==> config.mk <==
export PLATFORM = sky130hd
export DESIGN_NAME = rvvi_retire_reorder_ctrl
export DESIGN_NICKNAME = d
export VERILOG_FILES = /design/src/rtl/rvvi_reorder_pkg.sv /design/src/rtl/reorder_slot_mem.sv /design/src/rtl/rvvi_retire_reorder_ctrl.sv
export SDC_FILE = /design/constraint.sdc
export NUM_CORES = 2
export LEC_CHECK = 0
export CAP_MARGIN = 40
export CORE_MARGIN = 2
export CORE_UTILIZATION = 29
export CTS_CLUSTER_SIZE = 30
export DETAILED_ROUTE_END_ITERATION = 12
export GPL_ROUTABILITY_DRIVEN = 0
export HOLD_SLACK_MARGIN = 0.03
export PLACE_DENSITY_LB_ADDON = 0.05
export SLEW_MARGIN = 20
export SYNTH_ARGS = -nofsm -noshare
export SYNTH_HDL_FRONTEND = slang
export SYNTH_SLANG_ARGS = --single-unit
==> constraint.sdc <==
create_clock -name clk -period 8.7 [get_ports clk]
set_input_delay 0.87 -clock clk [delete_from_list [all_inputs] [get_ports clk]]
set_output_delay 0.87 -clock clk [all_outputs]
set_load 0.005 [all_outputs]
==> src/rtl/rvvi_reorder_pkg.sv <==
// Shared types for the RVVI retire reorder controller: record layout, FSM states, error bits.
`ifndef RVVI_XLEN
`define RVVI_XLEN 64
`endif
`ifndef RVVI_ORDERW
`define RVVI_ORDERW 64
`endif

package rvvi_reorder_pkg;

  typedef struct packed {
    logic [`RVVI_ORDERW-1:0] order;
    logic [31:0]             insn;
    logic [`RVVI_XLEN-1:0]   pc;
    logic                    trap;
    logic [1:0]              mode;
  } retire_rec_t;

  typedef enum logic [1:0] {
    IDLE,
    RUN,
    DRAIN,
    DONE
  } state_t;

  localparam int ERR_DUP   = 0;
  localparam int ERR_RANGE = 1;
  localparam int ERR_GAP   = 2;
  localparam int ERR_N     = 3;

endpackage

==> src/rtl/reorder_slot_mem.sv <==
// ORDER-indexed record window: one write port, one read port with same-cycle write-to-read bypass.
module reorder_slot_mem
  import rvvi_reorder_pkg::*;
#(
  parameter  int DEPTH = 16,
  localparam int AW    = $clog2(DEPTH)
) (
  input  logic              clk,
  input  logic              reset,
  input  logic              clear,
  input  logic              we,
  input  logic [AW-1:0]     waddr,
  input  retire_rec_t       wdata,
  input  logic [AW-1:0]     raddr,
  input  logic              rclr,
  output logic              rvalid,
  output retire_rec_t       rdata,
  output logic [DEPTH-1:0]  valid
);

  retire_rec_t      slots_q [DEPTH];
  logic [DEPTH-1:0] valid_q;
  logic             bypass;

  // NOTE: state is updated with non-blocking assignments so every flop samples pre-edge values.
  always_ff @(posedge clk) begin
    if (reset || clear) begin
      valid_q <= '0;
    end else begin
      if (we)   valid_q[waddr] <= 1'b1;
      // A bypassed write is consumed in the same cycle, so the clear must win.
      if (rclr) valid_q[raddr] <= 1'b0;
    end
  end

  // NOTE: the payload array is not reset; valid_q alone decides whether an entry means anything.
  always_ff @(posedge clk) begin
    if (we) slots_q[waddr] <= wdata;
  end

  assign bypass = we && (waddr == raddr);
  assign rvalid = valid_q[raddr] | bypass;
  assign rdata  = bypass ? wdata : slots_q[raddr];
  assign valid  = valid_q;

endmodule

==> src/rtl/rvvi_retire_reorder_ctrl.sv <==
// Reorders ORDER-tagged retire records into strictly ascending ORDER for the RVVI retire interface.
module rvvi_retire_reorder_ctrl
  import rvvi_reorder_pkg::*;
#(
  parameter int XLEN   = `RVVI_XLEN,
  parameter int DEPTH  = 16,
  parameter int ORDERW = `RVVI_ORDERW
) (
  input  logic                    clk,
  input  logic                    reset,
  input  logic                    start,
  input  logic [ORDERW-1:0]       cfg_base_order,
  input  logic                    in_valid,
  output logic                    in_ready,
  input  logic [ORDERW-1:0]       in_order,
  input  logic [31:0]             in_insn,
  input  logic [XLEN-1:0]         in_pc,
  input  logic                    in_trap,
  input  logic [1:0]              in_mode,
  input  logic                    end_of_trace,
  output logic                    out_valid,
  input  logic                    out_ready,
  output logic [ORDERW-1:0]       out_order,
  output logic [31:0]             out_insn,
  output logic [XLEN-1:0]         out_pc,
  output logic                    out_trap,
  output logic [1:0]              out_mode,
  output logic                    done,
  output logic                    err_dup,
  output logic                    err_range,
  output logic                    err_gap,
  output logic [$clog2(DEPTH):0]  occupancy
);

  localparam int                AW      = $clog2(DEPTH);
  localparam int                OW      = AW + 1;
  localparam logic [ORDERW-1:0] DEPTH_O = ORDERW'(DEPTH);

  state_t            state_q, state_d;
  logic [ORDERW-1:0] next_q;
  logic [OW-1:0]     occ_q;
  logic [ERR_N-1:0]  err_q, err_set;
  logic              done_q;
  logic              out_valid_q;
  retire_rec_t       out_rec_q, in_rec, rd_rec;

  logic [DEPTH-1:0]  slot_valid;
  logic [AW-1:0]     widx, ridx;
  logic              accept, in_win, slot_busy, wr_en;
  logic              rd_valid, active, out_free, load, drain_end;

  assign in_rec    = {in_order, in_insn, in_pc, in_trap, in_mode};
  assign widx      = in_order[AW-1:0];
  assign ridx      = next_q[AW-1:0];
  // Unsigned wrap-around distance keeps the window test correct across ORDER overflow.
  assign in_win    = (in_order - next_q) < DEPTH_O;
  assign accept    = in_valid && in_ready;
  assign slot_busy = slot_valid[widx];
  assign wr_en     = accept && in_win && !slot_busy;

  assign active    = (state_q == RUN) || (state_q == DRAIN);
  assign out_free  = !out_valid_q || out_ready;
  assign load      = active && out_free && rd_valid;
  // Drain ends once nothing is loadable at next_q and the output stage has been handed off.
  assign drain_end = (state_q == DRAIN) && out_free && !rd_valid;

  assign err_set[ERR_DUP]   = accept && in_win && slot_busy;
  assign err_set[ERR_RANGE] = accept && !in_win;
  assign err_set[ERR_GAP]   = drain_end && (occ_q != '0);

  reorder_slot_mem #(.DEPTH(DEPTH)) u_slots (
    .clk    (clk),
    .reset  (reset),
    .clear  (start),
    .we     (wr_en),
    .waddr  (widx),
    .wdata  (in_rec),
    .raddr  (ridx),
    .rclr   (load),
    .rvalid (rd_valid),
    .rdata  (rd_rec),
    .valid  (slot_valid)
  );

  always_comb begin
    // NOTE: every signal written here gets a default first so no latches are inferred.
    state_d  = state_q;
    in_ready = 1'b0;
    case (state_q)
      IDLE:  ;
      RUN: begin
        in_ready = 1'b1;
        if (end_of_trace) state_d = DRAIN;
      end
      DRAIN: if (drain_end) state_d = DONE;
      DONE:  ;
      default: state_d = IDLE;
    endcase
    if (start) state_d = RUN;
  end

  always_ff @(posedge clk) begin
    if (reset) begin
      state_q     <= IDLE;
      next_q      <= '0;
      occ_q       <= '0;
      err_q       <= '0;
      done_q      <= 1'b0;
      out_valid_q <= 1'b0;
      out_rec_q   <= '0;
    end else begin
      state_q <= state_d;
      if (start) begin
        next_q      <= cfg_base_order;
        occ_q       <= '0;
        err_q       <= '0;
        done_q      <= 1'b0;
        out_valid_q <= 1'b0;
      end else begin
        err_q  <= err_q | err_set;
        done_q <= done_q | (state_q == DONE);
        occ_q  <= occ_q + OW'(wr_en) - OW'(load);
        if (load) begin
          next_q      <= next_q + ORDERW'(1);
          out_valid_q <= 1'b1;
          out_rec_q   <= rd_rec;
        end else if (out_ready) begin
          out_valid_q <= 1'b0;
        end
      end
    end
  end

  assign out_valid = out_valid_q;
  assign out_order = out_rec_q.order;
  assign out_insn  = out_rec_q.insn;
  assign out_pc    = out_rec_q.pc;
  assign out_trap  = out_rec_q.trap;
  assign out_mode  = out_rec_q.mode;
  assign done      = done_q;
  assign err_dup   = err_q[ERR_DUP];
  assign err_range = err_q[ERR_RANGE];
  assign err_gap   = err_q[ERR_GAP];
  assign occupancy = occ_q;

endmodule

**Yosys cells after proc, flatten, opt, wreduce, memory -nomap -nowiden**

Memory sizes are Yosys's and may differ from the RTL's. A register that Yosys moved wholly into a read port is not among the register bits.
Cells that the tools add are included.

- Register bits after elaboration: 92
- Memory bits (writable): 2,608
- Bits of input ports: 233
- Output and inout port bits: 174
- Logic and storage cells: 84
- Memories kept: 1

Memories:

| name | words | bits a word | rd ports | clocked after Yosys merged registers in | write ports | line | text |
|---|---|---|---|---|---|---|---|
| u_slots.slots_q | 16 | 163 | 1 | 1 | 1 | reorder_slot_mem.sv:21 | `retire_rec_t slots_q [DEPTH];` |

- Add/sub/neg operators: 4
- Order comparisons: 5
- Eq/ne operators: 8
- Mux-type cells: 22
- Bitwise gates (word level): 7
- Reductions and logical operators: 29

Operators by type and width:

| operator | number |
|---|---|
| $mux W64 | 2 |
| $add A64 B1 Y64 const B | 1 |
| $lt A64 B5 Y1 const B | 1 |
| $sub A64 B64 Y64 | 1 |
| $mux W16 | 3 |
| $and A16 B16 Y16 | 1 |
| $not A16 Y16 | 1 |
| $or A16 B16 Y16 | 1 |
| $logic_and A1 B1 Y1 | 13 |
| $lt A4 B5 Y1 const B | 2 |
| $mux W1 | 10 |
| $bmux W1 S4 | 2 |
| $demux W1 S4 | 2 |
| $ge A4 B1 Y1 const B | 2 |
| $ne A3 B3 Y1 const B | 2 |
| $reduce_and A3 Y1 | 2 |
| $reduce_bool A2 Y1 | 3 |
| $add A5 B1 Y5 | 1 |
| $reduce_bool A5 Y1 | 1 |
| $sub A5 B1 Y5 | 1 |
| $eq A2 B2 Y1 const B | 2 |
| $eq A4 B4 Y1 | 1 |
| $logic_not A1 Y1 | 4 |
| $mux W2 | 2 |
| 10 further kinds | 14 |

**Longest topological paths before layout**

- Depth in word-level cells: 12
- Gate-level depth with buffers: 28
- Mapped depth without buffers: 24

**By module**

From an unflattened synthesis, not the netlist that was laid out.

- Cells, all modules: 6,368
- Area total of the unflattened synthesis: 115,189.2 um^2

Modules (own cells, without submodules):

| module | instances | cells an instance | area each (um^2) | sequential area each (um^2) |
|---|---|---|---|---|
| reorder_slot_mem | 1 | 4,234 | 99,889.6 | 78,635.4 |
| rvvi_retire_reorder_ctrl | 1 | 2,134 | 15,299.7 | 4,784.6 |

**Worst setup path after synthesis**

No wires, ideal clock.

- Path kind: input -> register
- Start point: in in_order[0]
- End point: mem u_slots.slots_q[0][0] in the netlist's numbering, enable pin
- Setup time: 0.544 ns
- Data arrival time: 8.757 ns
- Data required time: 8.156 ns
- Path slack: -0.600 ns
- Stages on the path: 17
- Path buffers: 4
- Path through: clkbuf_1 > clkbuf_1 > clkinv_1 > clkbuf_1 > ha_1 > nand2b_1 > a21oi_2 > o211ai_1 > a2111oi_2 > o31ai_1 > a22o_1 > a2111o_1 > nor4_2 > nand3_1 > nor4_2 > clkbuf_1 > and3_1

- Word-level cells in the longest chain between the ends: 6
- Elaborated cells on any way between the ends: 9
- Those cells by class: 1 x add/sub; 1 x order compare; 4 x mux; 3 x reduce/logical

Ends and longest elaborated chain:

| what | line | text |
|---|---|---|
| start: declaration | rvvi_retire_reorder_ctrl.sv:15 | `input logic [ORDERW-1:0] in_order,` |
| $sub A64 B64 Y64 or $bmux W1 S4 (tied branches) | rvvi_retire_reorder_ctrl.sv:56, rvvi_retire_reorder_ctrl.sv:58 |  |
| $lt A64 B5 Y1 or $mux W1 (tied branches) | rvvi_retire_reorder_ctrl.sv:56, rvvi_retire_reorder_ctrl.sv:58 |  |
| $logic_and A1 B1 Y1 or $logic_not A1 Y1 (tied branches) | rvvi_retire_reorder_ctrl.sv:59 | `assign wr_en = accept && in_win && !slot_busy;` |
| $logic_and A1 B1 Y1 | rvvi_retire_reorder_ctrl.sv:59 |  |
| $mux W1 | reorder_slot_mem.sv:38 | `if (we) slots_q[waddr] <= wdata;` |
| $mux W1 (implied by the code) | reorder_slot_mem.sv:38 |  |
| end: declaration | reorder_slot_mem.sv:21 |  |

Several ways; a longest one is shown, not always the timed one. The select of a mux whose other input is x is not followed.

**Worst setup path in the final report**

- Start point: reg next_q[3]
- End point: reg next_q[51]

- Word-level cells in the longest chain between the ends: 8
- Elaborated cells on any way between the ends: 14
- Those cells by class: 2 x add/sub; 1 x order compare; 1 x eq/ne; 4 x mux; 1 x bitwise; 5 x reduce/logical

Ends and longest elaborated chain:

| what | line | text |
|---|---|---|
| start: declaration | rvvi_retire_reorder_ctrl.sv:40 | `logic [ORDERW-1:0] next_q;` |
| start signal: assignment | rvvi_retire_reorder_ctrl.sv:114 | `next_q <= cfg_base_order;` |
| start signal: assignment | rvvi_retire_reorder_ctrl.sv:124 | `next_q <= next_q + ORDERW'(1);` |
| $sub A64 B64 Y64 | rvvi_retire_reorder_ctrl.sv:56 | `assign in_win = (in_order - next_q) < DEPTH_O;` |
| $lt A64 B5 Y1 | rvvi_retire_reorder_ctrl.sv:56 |  |
| $logic_and A1 B1 Y1 (2 in series) | rvvi_retire_reorder_ctrl.sv:59 |  |
| $logic_and A1 B1 Y1 | reorder_slot_mem.sv:41 | `assign bypass = we && (waddr == raddr);` |
| $or A1 B1 Y1 | reorder_slot_mem.sv:42 | `assign rvalid = valid_q[raddr] \| bypass;` |
| $logic_and A1 B1 Y1 | rvvi_retire_reorder_ctrl.sv:63 | `assign load = active && out_free && rd_valid;` |
| $reduce_bool A2 Y1 (no source line) | -- |  |

Several ways; a longest one is shown, not always the timed one. The select of a mux whose other input is x is not followed.
A chain may end at the register's enable or synchronous reset.

==> metrics.md <==
| Metric | Value |
|---|---|
| Antenna violations before repair | `60` |
| Netlist area before placement | `116,000 um^2` |
| Fraction of final layout cells with drive strength greater than 1 | `0.232` |
| Skew-Pair Late Insertion Delay | `0.96 ns` |
| Hold crit path type | `in -> reg` |
| Count of different cell masters after synthesis | `91` |
| Worst Setup Start Kind | `flip-flop` |
| Via count of the first global-routing pass | `65,700` |
| Resized Gates After CTS | `0` |
| Number of buffers created by CTS | `341` |
| Global route total overflow | `0` |
| Aggregate routed wire length | `386 mm` |
| Worst hold path startpoint | `reset` |
| Post-synthesis instance total | `5,971` |
| Worst-case clock skew | `0.0644 ns` |
| FMAX | `0.144 GHz` |
| Dpl cells | `11,500` |
| WS Path Type | `reg -> reg` |
| Sequential area share after synthesis | `0.720` |
| Final net count | `6,893` |
| Iter 0 DRT Violations | `5,019` |
| Largest net degree at the start of global routing | `134` |
| Number of synthesized flops with an enable pin | `2,608` |
| Leakage power of the design | `42.1 nW` |
| Top fanout value on the critical path | `127` |
| DR pass1 iterations | `7` |
| Antenna Nets Post-Route | `0` |
| Leading register cell type out of synthesis | `sky130_fd_sc_hd__edfxtp_1` |
| Slew Viols, Final | `0` |
| DRC violations left | `0` |
| Synthesized area per cell | `19.4 um^2` |
| Required time at the worst-slack endpoint | `9.49 ns` |
| Number of sinks driven by the clock tree | `2,863` |
| PwrDens | `226 nW/um^2` |
| Least-Margin Pin Slew | `1.20 ns` |
| Vias per Instance | `5.15` |
| Count of state elements after synthesis | `2,863` |
| Most common library cell in the layout ignoring fill and taps | `sky130_fd_sc_hd__edfxtp_1` |
| Routed length per instance | `31.7 um` |
| Worst Slack Setup Final | `1.76 ns` |
| Highest ir drop seen on vdd | `0.000164 V` |
| Capturing element type of the critical path | `flip-flop` |
| Clock root buffer master | `sky130_fd_sc_hd__clkbuf_16` |
| Total Negative Setup Slacks | `0 ns` |
| Launch point of the worst reg-to-reg path | `next_q[3]$_SDFFE_PP0P_` |
| Number of cells traversed by the worst register-to-register path | `16` |
| Critical path launch point | `next_q[3]$_SDFFE_PP0P_` |
| # fillers | `37,300` |
| Post-route total power | `31.6 mW` |
| Initial core utilization | `0.291` |
| Slack of the worst reg-to-reg path | `1.76 ns` |
| Setup repair bufs after CTS | `0` |
| Via count | `62,600` |
| TritonCTS clock tree | `built` |
| Final cell count without fillers | `12,200` |
| Post-Place Worst Slack | `0.885 ns` |
| Status | `completed` |
| Hold-fix buffers at CTS | `0` |
| Xor/xnor cell area share of the yosys netlist | `0.00196` |
| Final critical path time including I/O delays and setup | `6.94 ns` |
| Io pins | `407` |
| Count of warnings emitted by yosys | `0` |
| Endpoint of the lowest-slack register-to-register path | `next_q[51]$_SDFFE_PP0P_` |
| Standard cell core area | `399,000 um^2` |
| GRT Total Usage | `0.187` |
| Main combinational cell family by area after synthesis | `multiplexers` |
| CP Data Arrival Time | `7.73 ns` |
| Area delta synth->final | `20.3%` |
| Area of the die | `405,000 um^2` |
| Clock edge transition at the registers on the reported setup and hold paths | `0.06 ns` |
| Adder-Cell Fraction of Synth Area | `0.00838` |
| Unrepaired setup endpoints after global routing | `no` |
| Slew HR | `0.197` |
| Chip width | `636 um` |
| Final setup violation count | `0` |
| Post-synthesis compound-gate area fraction | `0.0476` |
| Number of buffers added on ports | `406` |
| Endpoints failing hold | `0` |
| Period utilisation layout | `0.798` |
| Mux contribution to synthesized area | `0.175` |
| Num rows | `232` |
| Most frequent cells in the layout | `sky130_fd_sc_hd__edfxtp_1, sky130_fd_sc_hd__mux4_2, sky130_fd_sc_hd__clkdlybuf4s50_1` |
| Count of maximum capacitance violations | `0` |
| DIE HEIGHT | `636 um` |
| Clock H-tree levels | `5` |
| Worst hold endpoint | `state_q[0]$_SDFFE_PP0P_` |
| Placed wire-length estimate | `225 mm` |
| Depth of the worst hold-timing path | `2` |
| Fraction of the mapped netlist area in simple logic gates | `0.0309` |
| Net Count, Synth | `6,281` |
| Fraction of registers with async set or reset after synthesis | `0` |
| First-pass GRT wire length | `538 mm` |
| Maximum buffer depth of the clock tree | `4` |
==> report_power, final <==
part | internal [mW] | total (mW) | switching [mW]
Sequential | 15.0 | 15.1 | 0.0549
Combinational | 1.06 | 2.58 | 1.52
Clock | 8.00 | 13.9 | 5.88
Total | 24.1 | 31.6 | 7.45
==> critical path, cell delays in order, from the launching register on <==
cell and delay (ns):
sky130_fd_sc_hd__dfxtp_1 0.67, sky130_fd_sc_hd__inv_8 0.28, sky130_fd_sc_hd__ha_1 0.44, sky130_fd_sc_hd__a21oi_1 0.26, sky130_fd_sc_hd__nor2_1 0.14, sky130_fd_sc_hd__o31ai_2 0.55
sky130_fd_sc_hd__o21bai_1 0.20, sky130_fd_sc_hd__a31oi_1 0.73, sky130_fd_sc_hd__o211ai_1 0.16, sky130_fd_sc_hd__a311o_1 0.36, sky130_fd_sc_hd__a2111oi_0 0.43, sky130_fd_sc_hd__nand4_1 0.41
sky130_fd_sc_hd__o21ai_4 0.26, sky130_fd_sc_hd__buf_4 0.54, sky130_fd_sc_hd__buf_12 0.67, sky130_fd_sc_hd__a311oi_1 0.19, sky130_fd_sc_hd__a2111oi_0 0.35
==> synthesized netlist by cell type (32+ instances only) <==
master / n / share of area
sky130_fd_sc_hd__nand2_1: 125 / 0.0040
sky130_fd_sc_hd__buf_1: 55 / 0.0018
sky130_fd_sc_hd__nand3_1: 71 / 0.0031
sky130_fd_sc_hd__inv_1: 108 / 0.0035
sky130_fd_sc_hd__clkbuf_1: 244 / 0.0079
sky130_fd_sc_hd__a211oi_1: 182 / 0.012
sky130_fd_sc_hd__nand4_1: 75 / 0.0040
sky130_fd_sc_hd__mux4_2: 823 / 0.16
sky130_fd_sc_hd__o21ai_0: 91 / 0.0039
sky130_fd_sc_hd__a311oi_1: 32 / 0.0024
sky130_fd_sc_hd__and3_1: 41 / 0.0022
sky130_fd_sc_hd__edfxtp_1: 2608 / 0.68
sky130_fd_sc_hd__dfxtp_1: 255 / 0.044
sky130_fd_sc_hd__ha_1: 76 / 0.0082
sky130_fd_sc_hd__nor4_1: 41 / 0.0022
sky130_fd_sc_hd__buf_2: 66 / 0.0028
sky130_fd_sc_hd__nor2_1: 152 / 0.0049
sky130_fd_sc_hd__nor3_1: 64 / 0.0028
sky130_fd_sc_hd__a21oi_1: 277 / 0.012
sky130_fd_sc_hd__mux2i_1: 170 / 0.015
==> area by class of cell <==
type	count	area (um^2)	area share
multi-input cells	2621	30700	0.220
repair buffers	646	7400	0.0531
flip-flops and latches	2863	83400	0.598
well taps	5265	6590	0.0472
inverters	110	430	0.00309
clock buffers	476	9430	0.0676
clock inverters	154	1420	0.0102
diodes	16	40.0	0.000287
==> layer usage <==
layer | track usage | part of all wire | vias to the layer above | wire [um]
li1 | - | - | 26400 | -
met1 | 0.254 | 0.44 | 34200 | 171000
met2 | 0.318 | 0.49 | 1464 | 190000
met3 | 0.0245 | 0.040 | 523 | 15300
met4 | 0.0436 | 0.024 | 32 | 9200
met5 | 0 | 0.00054 | - | 207
==> metrics by stage <==
stage	hold slack (ns)	util	cell area, um^2
floorplan	0.442	-	116000
global placement	0.474	0.320	128000
detailed placement	0.474	0.322	128000
CTS	0.264	0.349	139000
global route	0.313	0.350	139000
finish	0.376	0.350	139000
==> cells by family (layout without fill, tap and decap cells) <==
family | after synthesis | count (layout)
fa+ha+maj | 77 | 77
mux | 995 | 995
flops | 2863 | 2863
other cells | 0 | 16
xor+xnor | 26 | 26
buf+inv | 487 | 1386
simple gates | 692 | 692
compound gates | 831 | 831
==> how the worst max path moves through the flow <==
| stage | end | depth (start not counted) |
|---|---|---|
| 6_report | next_q[51]$_SDFFE_PP0P_ | 16 |
| 5_1_grt | next_q[40]$_SDFFE_PP0P_ | 16 |
| 4_1_cts | next_q[40]$_SDFFE_PP0P_ | 16 |
| 3_5_place_dp | next_q[40]$_SDFFE_PP0P_ | 16 |
| 3_3_place_gp | out_order[44]$_SDFFE_PP0P_ | 16 |
| 2_1_floorplan | u_slots.slots_q[9][0]$_DFFE_PP_ | 17 |
==> registers in the layout, summed over array words and instances, names as in the netlist, 2 cells and up <==
register,cells
state_q,2
occupancy,5
out_mode,2
u_slots.valid,16
out_insn,32
u_slots.slots_q,2608
out_order,64
err_q,3
next_q,64
out_pc,64
Note: power is estimated with default switching activity, not from simulation.
